`src/rtl/mc_ctrl_pkg.sv`:
```
// Shared constants for the multi-cycle MIPS controller: opcodes, funcs, ALU/PC codes, FSM states.
// The TRAP state exists only when MC_CTRL_ILLEGAL_TRAP_EN is defined.
package mc_ctrl_pkg;

  localparam logic [5:0] OP_RTYPE = 6'b000000;
  localparam logic [5:0] OP_J     = 6'b000010;
  localparam logic [5:0] OP_JAL   = 6'b000011;
  localparam logic [5:0] OP_BEQ   = 6'b000100;
  localparam logic [5:0] OP_BNE   = 6'b000101;
  localparam logic [5:0] OP_ADDI  = 6'b001000;
  localparam logic [5:0] OP_ANDI  = 6'b001100;
  localparam logic [5:0] OP_ORI   = 6'b001101;
  localparam logic [5:0] OP_XORI  = 6'b001110;
  localparam logic [5:0] OP_LUI   = 6'b001111;
  localparam logic [5:0] OP_LW    = 6'b100011;
  localparam logic [5:0] OP_SW    = 6'b101011;

  localparam logic [5:0] FN_ADD = 6'b100000;
  localparam logic [5:0] FN_SUB = 6'b100010;
  localparam logic [5:0] FN_AND = 6'b100100;
  localparam logic [5:0] FN_OR  = 6'b100101;
  localparam logic [5:0] FN_XOR = 6'b100110;
  localparam logic [5:0] FN_SLL = 6'b000000;
  localparam logic [5:0] FN_SRL = 6'b000010;
  localparam logic [5:0] FN_SRA = 6'b000011;
  localparam logic [5:0] FN_JR  = 6'b001000;

  localparam logic [3:0] ALU_ADD = 4'd0;
  localparam logic [3:0] ALU_SUB = 4'd1;
  localparam logic [3:0] ALU_AND = 4'd2;
  localparam logic [3:0] ALU_OR  = 4'd3;
  localparam logic [3:0] ALU_XOR = 4'd4;
  localparam logic [3:0] ALU_LUI = 4'd5;
  localparam logic [3:0] ALU_SLL = 4'd6;
  localparam logic [3:0] ALU_SRL = 4'd7;
  localparam logic [3:0] ALU_SRA = 4'd8;

  localparam logic [1:0] PC_INC = 2'b00;
  localparam logic [1:0] PC_BR  = 2'b01;
  localparam logic [1:0] PC_JMP = 2'b10;
  localparam logic [1:0] PC_REG = 2'b11;

  typedef enum logic [2:0] {
    ST_START, ST_FETCH, ST_DECODE, ST_EXEC, ST_MEM, ST_WB
`ifdef MC_CTRL_ILLEGAL_TRAP_EN
    , ST_TRAP
`endif
  } state_t;

  typedef struct packed {
    logic       sext;
    logic       regrt;
    logic       alium;
    logic       shift;
    logic [3:0] aluc;
    logic       is_j;
    logic       is_jal;
    logic       is_jr;
    logic       is_br;
    logic       is_bne;
    logic       is_lw;
    logic       is_sw;
    logic       illegal;
  } ctrl_t;

endpackage

```
`src/rtl/mc_ctrl_decode.sv`:
```
// Static decode of op/func into datapath controls, instruction class and an illegal flag.
// Purely combinational; no handshake.
module mc_ctrl_decode
  import mc_ctrl_pkg::*;
#(
  parameter int OP_W   = 6,
  parameter int FUNC_W = 6
) (
  input  logic [OP_W-1:0]            op,
  input  logic [FUNC_W-1:0]          func,
  output logic [$bits(ctrl_t)-1:0]   ctl
);

  ctrl_t c;

  always_comb begin
    c = '0;
    case (op)
      OP_W'(OP_RTYPE): begin
        case (func)
          FUNC_W'(FN_ADD): c.aluc = ALU_ADD;
          FUNC_W'(FN_SUB): c.aluc = ALU_SUB;
          FUNC_W'(FN_AND): c.aluc = ALU_AND;
          FUNC_W'(FN_OR):  c.aluc = ALU_OR;
          FUNC_W'(FN_XOR): c.aluc = ALU_XOR;
          FUNC_W'(FN_SLL): begin c.shift = 1'b1; c.aluc = ALU_SLL; end
          FUNC_W'(FN_SRL): begin c.shift = 1'b1; c.aluc = ALU_SRL; end
          FUNC_W'(FN_SRA): begin c.shift = 1'b1; c.aluc = ALU_SRA; end
          FUNC_W'(FN_JR):  c.is_jr = 1'b1;
          default:         c.illegal = 1'b1;
        endcase
      end
      OP_W'(OP_ADDI): begin c.sext = 1'b1; c.regrt = 1'b1; c.alium = 1'b1; c.aluc = ALU_ADD; end
      OP_W'(OP_ANDI): begin c.regrt = 1'b1; c.alium = 1'b1; c.aluc = ALU_AND; end
      OP_W'(OP_ORI):  begin c.regrt = 1'b1; c.alium = 1'b1; c.aluc = ALU_OR; end
      OP_W'(OP_XORI): begin c.regrt = 1'b1; c.alium = 1'b1; c.aluc = ALU_XOR; end
      OP_W'(OP_LUI):  begin c.regrt = 1'b1; c.alium = 1'b1; c.aluc = ALU_LUI; end
      OP_W'(OP_LW):   begin c.sext = 1'b1; c.regrt = 1'b1; c.alium = 1'b1; c.aluc = ALU_ADD; c.is_lw = 1'b1; end
      OP_W'(OP_SW):   begin c.sext = 1'b1; c.alium = 1'b1; c.aluc = ALU_ADD; c.is_sw = 1'b1; end
      OP_W'(OP_BEQ):  begin c.sext = 1'b1; c.aluc = ALU_SUB; c.is_br = 1'b1; end
      OP_W'(OP_BNE):  begin c.sext = 1'b1; c.aluc = ALU_SUB; c.is_br = 1'b1; c.is_bne = 1'b1; end
      OP_W'(OP_J):    c.is_j = 1'b1;
      OP_W'(OP_JAL):  begin c.is_j = 1'b1; c.is_jal = 1'b1; end
      default:        c.illegal = 1'b1;
    endcase
  end

  assign ctl = c;

endmodule

```
`src/rtl/mc_ctrl.sv`:
```
// Multi-cycle MIPS controller: START/FETCH/DECODE/EXEC/MEM/WB with a mem_ready watchdog.
// Outputs are combinational from state; memory waits stall on mem_ready. MC_CTRL_ILLEGAL_TRAP_EN adds TRAP.
module mc_ctrl
  import mc_ctrl_pkg::*;
#(
  parameter int OP_W    = 6,
  parameter int FUNC_W  = 6,
  parameter int ALUC_W  = 4,
  parameter int CNT_W   = 32,
  parameter int TIMEOUT = 255
) (
  input  logic              clk,
  input  logic              rst_n,
  input  logic [OP_W-1:0]   op,
  input  logic [FUNC_W-1:0] func,
  input  logic              z,
  input  logic              mem_ready,
  output logic              mem_req,
  output logic              mem_we,
  output logic              pcwrite,
  output logic              irwrite,
  output logic              sext,
  output logic              regrt,
  output logic              jal,
  output logic              wreg,
  output logic              alium,
  output logic              shift,
  output logic              m2reg,
  output logic [ALUC_W-1:0] aluc,
  output logic [1:0]        pcsource,
  output logic [CNT_W-1:0]  instret,
  output logic              timeout,
  output logic              trap
);

  localparam int WAIT_W = $clog2(TIMEOUT + 1);

  state_t                   state, nxt;
  logic [OP_W-1:0]          op_q, dec_op;
  logic [FUNC_W-1:0]        func_q, dec_func;
  logic [$bits(ctrl_t)-1:0] ctl_bits;
  ctrl_t                    ctl;
  logic [WAIT_W-1:0]        wait_cnt;
  logic                     waiting, abort, retire;

  // IR is loaded on the edge into DECODE, so the live op is only trustworthy there; later states use the copy.
  assign dec_op   = (state == ST_DECODE) ? op : op_q;
  assign dec_func = (state == ST_DECODE) ? func : func_q;

  mc_ctrl_decode #(.OP_W(OP_W), .FUNC_W(FUNC_W)) u_decode (
    .op   (dec_op),
    .func (dec_func),
    .ctl  (ctl_bits)
  );

  assign ctl     = ctrl_t'(ctl_bits);
  assign waiting = ((state == ST_FETCH) || (state == ST_MEM)) && !mem_ready;
  assign abort   = waiting && (wait_cnt == WAIT_W'(TIMEOUT - 1));

  always_comb begin
    nxt      = state;
    retire   = 1'b0;
    mem_req  = 1'b0;
    mem_we   = 1'b0;
    pcwrite  = 1'b0;
    irwrite  = 1'b0;
    sext     = 1'b0;
    regrt    = 1'b0;
    jal      = 1'b0;
    wreg     = 1'b0;
    alium    = 1'b0;
    shift    = 1'b0;
    m2reg    = 1'b0;
    aluc     = '0;
    pcsource = PC_INC;
    case (state)
      ST_START: nxt = ST_FETCH;
      ST_FETCH: begin
        mem_req = 1'b1;
        if (mem_ready) begin
          irwrite = 1'b1;
          pcwrite = 1'b1;
          nxt     = ST_DECODE;
        end
      end
      ST_DECODE: begin
        if (ctl.illegal) begin
`ifdef MC_CTRL_ILLEGAL_TRAP_EN
          nxt = ST_TRAP;
`else
          nxt = ST_FETCH;
`endif
        end else if (ctl.is_j) begin
          pcwrite  = 1'b1;
          pcsource = PC_JMP;
          wreg     = ctl.is_jal;
          jal      = ctl.is_jal;
          retire   = 1'b1;
          nxt      = ST_FETCH;
        end else if (ctl.is_jr) begin
          pcwrite  = 1'b1;
          pcsource = PC_REG;
          retire   = 1'b1;
          nxt      = ST_FETCH;
        end else begin
          nxt = ST_EXEC;
        end
      end
      ST_EXEC: begin
        if (ctl.is_br) begin
          pcwrite  = ctl.is_bne ? !z : z;
          pcsource = PC_BR;
          retire   = 1'b1;
          nxt      = ST_FETCH;
        end else if (ctl.is_lw || ctl.is_sw) begin
          nxt = ST_MEM;
        end else begin
          nxt = ST_WB;
        end
      end
      ST_MEM: begin
        mem_req = 1'b1;
        mem_we  = ctl.is_sw;
        if (mem_ready) begin
          retire = ctl.is_sw;
          nxt    = ctl.is_sw ? ST_FETCH : ST_WB;
        end
      end
      ST_WB: begin
        wreg   = 1'b1;
        m2reg  = ctl.is_lw;
        retire = 1'b1;
        nxt    = ST_FETCH;
      end
`ifdef MC_CTRL_ILLEGAL_TRAP_EN
      ST_TRAP: nxt = ST_TRAP;
`endif
      default: nxt = ST_START;
    endcase
    if (abort) nxt = ST_FETCH;
    if ((state == ST_EXEC) || (state == ST_MEM) || (state == ST_WB)) begin
      sext  = ctl.sext;
      regrt = ctl.regrt;
      alium = ctl.alium;
      shift = ctl.shift;
      aluc  = ALUC_W'(ctl.aluc);
    end
  end

  always_ff @(posedge clk or negedge rst_n) begin
    if (!rst_n) begin
      state    <= ST_START;
      op_q     <= '0;
      func_q   <= '0;
      wait_cnt <= '0;
      instret  <= '0;
      timeout  <= 1'b0;
    end else begin
      state <= nxt;
      if (state == ST_DECODE) begin
        op_q   <= op;
        func_q <= func;
      end
      wait_cnt <= (waiting && !abort) ? wait_cnt + WAIT_W'(1) : '0;
      if (retire) instret <= instret + CNT_W'(1);
      if (abort) timeout <= 1'b1;
    end
  end

`ifdef MC_CTRL_ILLEGAL_TRAP_EN
  always_ff @(posedge clk or negedge rst_n) begin
    if (!rst_n)              trap <= 1'b0;
    else if (nxt == ST_TRAP) trap <= 1'b1;
  end
`else
  assign trap = 1'b0;
`endif

endmodule

```
`config.mk`:
```
export PLATFORM = sky130hd
export DESIGN_NAME = mc_ctrl
export DESIGN_NICKNAME = d
export VERILOG_FILES = /design/src/rtl/mc_ctrl_pkg.sv /design/src/rtl/mc_ctrl_decode.sv /design/src/rtl/mc_ctrl.sv
export SDC_FILE = /design/constraint.sdc
export NUM_CORES = 1
export LEC_CHECK = 0
export ABC_CLOCK_PERIOD_IN_PS = 2900
export CORE_MARGIN = 2
export CORE_UTILIZATION = 65
export CTS_BUF_LIST = sky130_fd_sc_hd__clkbuf_8
export DETAILED_ROUTE_END_ITERATION = 10
export DONT_BUFFER_PORTS = 1
export PLACE_DENSITY_LB_ADDON = 0.12
export SKIP_CTS_REPAIR_TIMING = 1
export SLEW_MARGIN = 10
export SYNTH_ARGS = -nofsm -noshare
export SYNTH_HDL_FRONTEND = slang
export SYNTH_SLANG_ARGS = --single-unit
```
`constraint.sdc`:
```
create_clock -name clk -period 2.9 [get_ports clk]
set_clock_uncertainty 0.05 [all_clocks]
set_input_delay 0.29 -clock clk [delete_from_list [all_inputs] [get_ports clk]]
set_output_delay 0.29 -clock clk [all_outputs]
set_load 0.1 [all_outputs]
```
Word level (Yosys, flattened, before mapping)
Index checks and enable logic that the tools add are counted.
- add/sub/neg operators: 2
- eq/ne operators: 27
- muxes and demuxes: 58
- reductions and logical operators: 24
- operators with widths (kind ; count):
    6-bit == test, second input constant ; 7
    6-bit by 4-bit == test with 1-bit output, second input constant ; 6
    1-bit two-way mux ; 35
    32-bit by 1-bit adder with 32-bit output, second input constant ; 1
    4-bit case mux with 7 select lines ; 1
    6-bit by 2-bit == test with 1-bit output, second input constant ; 4
    4-bit case mux with 6 select lines ; 1
    3-bit two-way mux ; 5
    3-bit case mux with 5 select lines ; 1
    6-bit by 3-bit == test with 1-bit output, second input constant ; 2
    6-bit logical NOT ; 2
    2-bit two-way mux ; 6
    6-bit two-way mux ; 2
    11-bit OR reduction ; 1
    9-bit OR reduction ; 1
    8-bit by 1-bit adder with 8-bit output, second input constant ; 1
    8-bit == test, second input constant ; 1
    8-bit two-way mux ; 1
    2-bit OR reduction ; 4
    7-bit OR reduction ; 1
    3-bit by 2-bit == test with 1-bit output, second input constant ; 2
    3-bit == test, second input constant ; 2
    3-bit inequality test, second input constant ; 2
    6-bit OR reduction ; 1
    other kinds (13) ; 21
- register bits after elaboration: 56
- logic and storage cells: 117

Logic depth before layout (Yosys ltp)
Gate-level depths: netlist of run 1.
- depth after elaboration: 10
- depth in mapped cells: 10

Cells and area by module
Synthesis of run 1 repeated with hierarchy kept, for this count alone.
- cell total of the unflattened synthesis: 336
- area, all modules: 3180.6 um2
- modules (own cells, without submodules) (module ; times used ; cells an instance ; area an instance (um2) ; sequential area each (um2)):
    mc_ctrl ; 1 ; 269 ; 2737.6 ; 1401.3
    mc_ctrl_decode ; 1 ; 67 ; 442.9 ; 0.0

Worst setup path before layout of run 1
No wires, ideal clock.
- kind: reg-to-output
- from: register state[0]
- to: output pcwrite
- data arrival time: 4.910 ns
- path slack: -2.350 ns
- cell stages (with the launch flop): 5
- path buffers: 1
- path through: dfrtp_1 buf_2 inv_1 nor4b_1 or3_1
- cells in the longest elaborated chain, start to end: 9
- ends and longest elaborated chain (item ; line ; source):
    start: declaration ; mc_ctrl.sv:38 ; state_t state, nxt;
    start signal: assignment ; mc_ctrl.sv:159 ; state <= nxt;
    parallel branches: the longest is 8 deep, another holds 9-bit OR reduction ; n/a ;
    1-bit case mux with 3 select lines * ; mc_ctrl.sv:76 ; case (state)
    end: declaration ; mc_ctrl.sv:20 ; output logic pcwrite,
Every way passes the cells marked *.

Worst setup path in the final report of run 1
Same ends and word-level chain as after synthesis.

==> flow_summary.json, run 1 <==
{
  "placed_cell_area_um2": 4140,
  "die_width_um": 76.8,
  "grt_overflow": 0,
  "syn_area_per_cell_um2": 9.31,
  "grt_pass1_wl_um": 14900,
  "cts_max_path_buffers": 2,
  "cts.sinks": 56,
  "synth_ff_type": "dfrtp_1",
  "p_leak_nw": 1.71,
  "maxCapViolCount": 0,
  "post_drt_wl_per_cell_um": 19.4,
  "slowest_stage": "dfrtp_2",
  "nets": 442,
  "synthCells": 370,
  "path_depth": 7,
  "cts_buffers": 5,
  "min_to": "func_q[3]",
  "start_util_pct": 67.4,
  "multi_input_area_um2": 2070,
  "yosys_warnings": 0,
  "hpwl_um": 6310,
  "via_count": 3226,
  "cp_top_family": "simple AND/OR/NAND/NOR gates",
  "instances_no_fill": 494,
  "drtAntennaViolNets": 0,
  "seq_area_um2": 1410,
  "top_level_ports": 67,
  "grtUsageTotal_pct": 31.2,
  "vias_per_cell": 6.53,
  "drive_gt1_share_pct": 27.8,
  "antenna_found_initial": 0,
  "slowest_delay_ns": 0.48,
  "hold_viol": 0,
  "setup.worst_path.start_class": "register",
  "p_per_area_nw_per_um2": 823,
  "reg2reg_depth": 8,
  "first_iter_violations": 429,
  "r2r-start": "state[1]",
  "dp_cells": 477,
  "most-common-layout-cells": "dfrtp_1 (53), buf_4 (51), nand2_1 (33), nor2_1 (33), xor2_1 (33)",
  "fin_area_um2": 4360,
  "synth_cell_types": 53,
  "hp-class": "in2reg",
  "die_h_um": 76.8,
  "cts-root-buf": "clkbuf_8",
  "vdd_ir_drop_max_mv": 0.930,
  "worstPathMaxFanout": 24,
  "synthArstFlopShare_pct": 100,
  "crit_type": "reg2out",
  "grt_pass1_vias": 2997,
  "outcome": "completed",
  "path_cells": "or3b_1 > buf_4 > nor2_2 > nand2_1 > and3b_1 > or3_1 > buf_12",
  "worst-path-buf-inv": 2,
  "crit_required_ns": 2.56,
  "slew_headroom_pct": 38.5,
  "yosysSeqAreaShare_pct": 40.7,
  "rrSetupSlack_ns": 0.30,
  "synth_area_um2": 3440,
  "routabilityCongestion": 0.927,
  "htreeDepth": 2,
  "portBuffers": 0,
  "n_fill_cell": 282,
  "fmax_ghz": 0.345,
  "clkSlewWorstSetupHoldPaths_ns": 0.11,
  "r2r-end": "instret[22]",
  "synth_edf_count": 0,
  "insertion_delay_ns": 0.32,
  "synth.top_cell.area_share_pct": 40.7,
  "placementRows": 26,
  "slew_viol_final": 0,
  "n_antenna_cell": 0,
  "setup_viol_count_final": 0,
  "yosys-top-cells-area": "dfrtp_1 (41%), xor2_1 (8.4%), nor2_1 (4.1%)",
  "synth_fp_nets": 389,
  "drc_errors": 0,
  "dieArea_um2": 5900,
  "rsz0062_at_grt": "true",
  "area_growth_pct": 26.7,
  "wl_um": 9580,
  "yosysTopAreaCell": "dfrtp_1",
  "min_from": "func[3]",
  "ys_ff_latch": 56,
  "core-area_um2": 5110,
  "hold_depth": 2,
  "critPathArrivalTime_ns": 2.56,
  "fin_crit_sh_pct": 99.9,
  "layout_commonest_cell": "dfrtp_1",
  "cts_tree": "yes",
  "end_kind": "output port",
  "fin_crit_ns": 2.90,
  "grt_max_degree": 57,
  "firstDrtPassIters": 6,
  "worstMarginPinSlew_ns": 0.923
}
[area by class of cell]
class / count / area share, %
timing repair buffer: 65 / 15.3
clock buffer: 5 / 1.58
clock inverter: 3 / 0.602
sequential: 56 / 32.2
tap: 70 / 2.01
inverter: 9 / 0.774
multi-input combinational: 286 / 47.5
[cells by family (layout without fill, tap and decap cells)]
kind of cell	after synthesis	in the layout	share of synthesized area, %
compound gates	47	47	9.19
xor+xnor	38	38	9.66
fa+ha+maj	3	3	1.09
buf+inv	28	82	4.00
flops	56	56	40.7
mux	7	7	2.14
other cells	1	1	0.109
simple gates	190	190	33.1
[worst max-delay path by stage]
stage               startpoint           to  slack, ns
finish                state[0]      pcwrite      0.002
global route          state[0]      aluc[3]      -0.04
CTS                   state[2]      aluc[2]      -0.09
detailed placement    state[2]  instret[22]       0.27
global placement      state[2]      aluc[2]       0.37
floorplan             state[0]      pcwrite      -0.24
[per-stage QoR]
stage               setup TNS [ns]  worst slack [ns]  hold slack (ns)  power [mW]  util, %
floorplan                   -0.411            -0.240          -0.0556        2.52        -
global placement                 0             0.370          -0.0545        2.96     81.1
detailed placement               0             0.270          -0.0545        3.01     81.1
CTS                         -0.238           -0.0867           -0.405        3.47     82.9
global route                -0.108           -0.0398           0.0394        3.76     85.4
finish                           0           0.00156           0.0415        3.59     85.4
[flip-flops by register name, summed over array words and instances (netlist names)]
register and flops:
instret 32, wait_cnt 8, func_q 6, op_q 6, state 3, timeout 1
[cell usage after synthesis, types with 6 or more instances]
| cell type | n |
|---|---|
| nand4_1 | 6 |
| o21ai_0 | 12 |
| clkbuf_1 | 7 |
| nor2_1 | 38 |
| nor2b_1 | 7 |
| nand3_1 | 18 |
| nor4_2 | 11 |
| nand2b_1 | 9 |
| xor2_1 | 33 |
| dfrtp_1 | 56 |
| nand2_1 | 33 |
| nor3b_1 | 8 |
| buf_2 | 8 |
| inv_1 | 9 |
| and3_1 | 12 |
| a21oi_1 | 12 |
| nor3_1 | 21 |
[routing by layer]
layer  global-route usage [%]  part of all wire (%)
met1                     41.6                    39
met2                     52.1                    49
met3                     6.47                   9.0
met4                     8.18                   2.2
met5                        0                     0
[where the power goes]
part / switching [mW] / internal, mW
Combinational: 1.36 / 0.643
Sequential: 0.207 / 0.931
Clock: 0.275 / 0.176
Power figures use the tool's default switching activity.
==> run 2, diff against run 1 <==
--- a/config.mk
+++ b/config.mk
@@ -5,7 +5,7 @@
 export SDC_FILE = /design/constraint.sdc
 export NUM_CORES = 1
 export LEC_CHECK = 0
-export ABC_CLOCK_PERIOD_IN_PS = 2900
+export ABC_CLOCK_PERIOD_IN_PS = 3600
 export CORE_MARGIN = 2
 export CORE_UTILIZATION = 65
 export CTS_BUF_LIST = sky130_fd_sc_hd__clkbuf_8
==> constraint.sdc (replaced) <==
create_clock -name clk -period 3.6 [get_ports clk]
set_clock_uncertainty 0.05 [all_clocks]
set_input_delay 0.36 -clock clk [delete_from_list [all_inputs] [get_ports clk]]
set_output_delay 0.36 -clock clk [all_outputs]
set_load 0.1 [all_outputs]
==> flow_summary.json, run 2 (synthesis results as in run 1) <==
{
  "outcome": "completed",
  "reg_top3": "instret (32), wait_cnt (8)",
  "cts_max_path_buffers": 2,
  "core-area_um2": 5110,
  "setup_viol_count_final": 0,
  "reg2reg_depth": 6,
  "end_kind": "output port",
  "slowest_stage": "dfrtp_1",
  "hpwl_um": 5950,
  "dp_cells": 470,
  "slowest_delay_ns": 0.64,
  "grt_pass1_vias": 2921,
  "cts_tree": "yes",
  "slew_viol_final": 0,
  "routabilityCongestion": 0.942,
  "worstPathMaxFanout": 12,
  "p_per_area_nw_per_um2": 656,
  "cts_buffers": 5,
  "hold_depth": 2,
  "placementRows": 26,
  "first_iter_violations": 311,
  "grt_overflow": 0,
  "layout_commonest_cell": "dfrtp_1",
  "drc_errors": 0,
  "hold_viol": 0,
  "cp_top_family": "simple AND/OR/NAND/NOR gates",
  "insertion_delay_ns": 0.30,
  "most-common-layout-cells": "dfrtp_1 (56), buf_4 (47), nor2_1 (34)",
  "setup_slack_ns": 0.198,
  "portBuffers": 0,
  "die_width_um": 76.8,
  "critPathArrivalTime_ns": 2.99,
  "dieArea_um2": 5900,
  "regMostFlops": "instret",
  "drtAntennaViolNets": 0,
  "start_util_pct": 67.4,
  "cts-root-buf": "clkbuf_8",
  "placed_cell_area_um2": 3920,
  "clkSlewWorstSetupHoldPaths_ns": 0.10,
  "nets": 428,
  "instances_no_fill": 480,
  "hp-class": "in2reg",
  "antenna_found_initial": 0,
  "slew_headroom_pct": 28.1,
  "pre_cts_ws_ns": 0.381,
  "setup.worst_path.start_class": "register",
  "grt_max_degree": 57,
  "worstMarginPinSlew_ns": 1.08,
  "largest_register_ffs": 32,
  "wl_met3_um": 555,
  "n_antenna_cell": 0,
  "grt_pass1_wl_um": 13700,
  "die_h_um": 76.8,
  "route.met2.wl_um": 4120,
  "post_drt_wl_per_cell_um": 16.9,
  "htreeDepth": 2,
  "cts.sinks": 56,
  "worst-path-buf-inv": 1,
  "top_level_ports": 67,
  "min_to": "func_q[3]",
  "area_growth_pct": 17.7,
  "wl_um": 8120,
  "vdd_ir_drop_max_mv": 0.743,
  "via_count": 2994,
  "drt-met1-wl_um": 3360,
  "crit_required_ns": 3.19,
  "min_from": "func[3]",
  "fmax_ghz": 0.294,
  "rsz0062_at_grt": "false",
  "post-route-util_pct": 79.4,
  "path_cells": "nor3b_4 > mux2_2 > a2111oi_0 > a21oi_1 > nor2_2 > buf_4",
  "maxCapViolCount": 0,
  "vias_per_cell": 6.24,
  "r2r-end": "instret[1]",
  "highest_layer": "met4",
  "drive_gt1_share_pct": 22.9,
  "fin_crit_ns": 3.40,
  "p_leak_nw": 1.62,
  "grtUsageTotal_pct": 28.6,
  "firstDrtPassIters": 5,
  "crit_type": "reg2out",
  "fin_crit_sh_pct": 94.5,
  "r2r-start": "state[1]",
  "rrSetupSlack_ns": 0.32,
  "fin_area_um2": 4060
}
-- run 2: changes by cell type in the layout (fill, tap and decap cells not counted), sizes merged --
| cell | change |
|---|---|
| buf | -14 |
| clkinvlp | -1 |
| clkinv | +1 |
-- run 2: power by group --
part | internal (mW) | leakage (nW) | switching [mW]
Sequential | 0.746 | 0.647 | 0.177
Combinational | 0.407 | 0.927 | 0.985
Clock | 0.139 | 0.0445 | 0.207
-- run 2: per-layer routing --
layer / GRT usage (%) / vias to the layer above
li1: - / 1399
met1: 37.7 / 1459
met2: 48.1 / 126
met3: 5.53 / 10
met4: 8.00 / 0
met5: 0 / -
-- run 2: through the flow --
| step | setup TNS (ns) | hold WS [ns] | power (mW) |
|---|---|---|---|
| after floorplan | -0.216 | 0.0144 | 1.96 |
| after global placement | 0 | 0.0155 | 2.26 |
| after detailed placement | 0 | 0.0155 | 2.29 |
| after CTS | 0 | -0.328 | 2.64 |
| after global routing | 0 | 0.124 | 2.81 |
| final | 0 | 0.120 | 2.66 |
-- run 2: final cells by class --
class	count	area, um^2
Fill cell	352	1050
Clock buffer	5	68.8
Clock inverter	3	21.3
Tap cell	70	87.6
Multi-Input combinational cell	286	2010
Inverter	9	33.8
Timing Repair Buffer	51	430
Sequential cell	56	1400
-- run 2: worst max path at each step --
| stage | end | slack [ns] | startpoint | cells past startpoint |
|---|---|---|---|---|
| 5_1_grt | alium | 0.02 | state[1] | 6 |
| 4_1_cts | aluc[2] | 0.07 | state[1] | 6 |
| 3_5_place_dp | instret[1] | 0.38 | state[1] | 6 |
| 6_report | aluc[2] | 0.20 | state[1] | 6 |
| 2_1_floorplan | pcwrite | -0.15 | state[0] | 4 |
| 3_3_place_gp | instret[1] | 0.50 | state[1] | 6 |
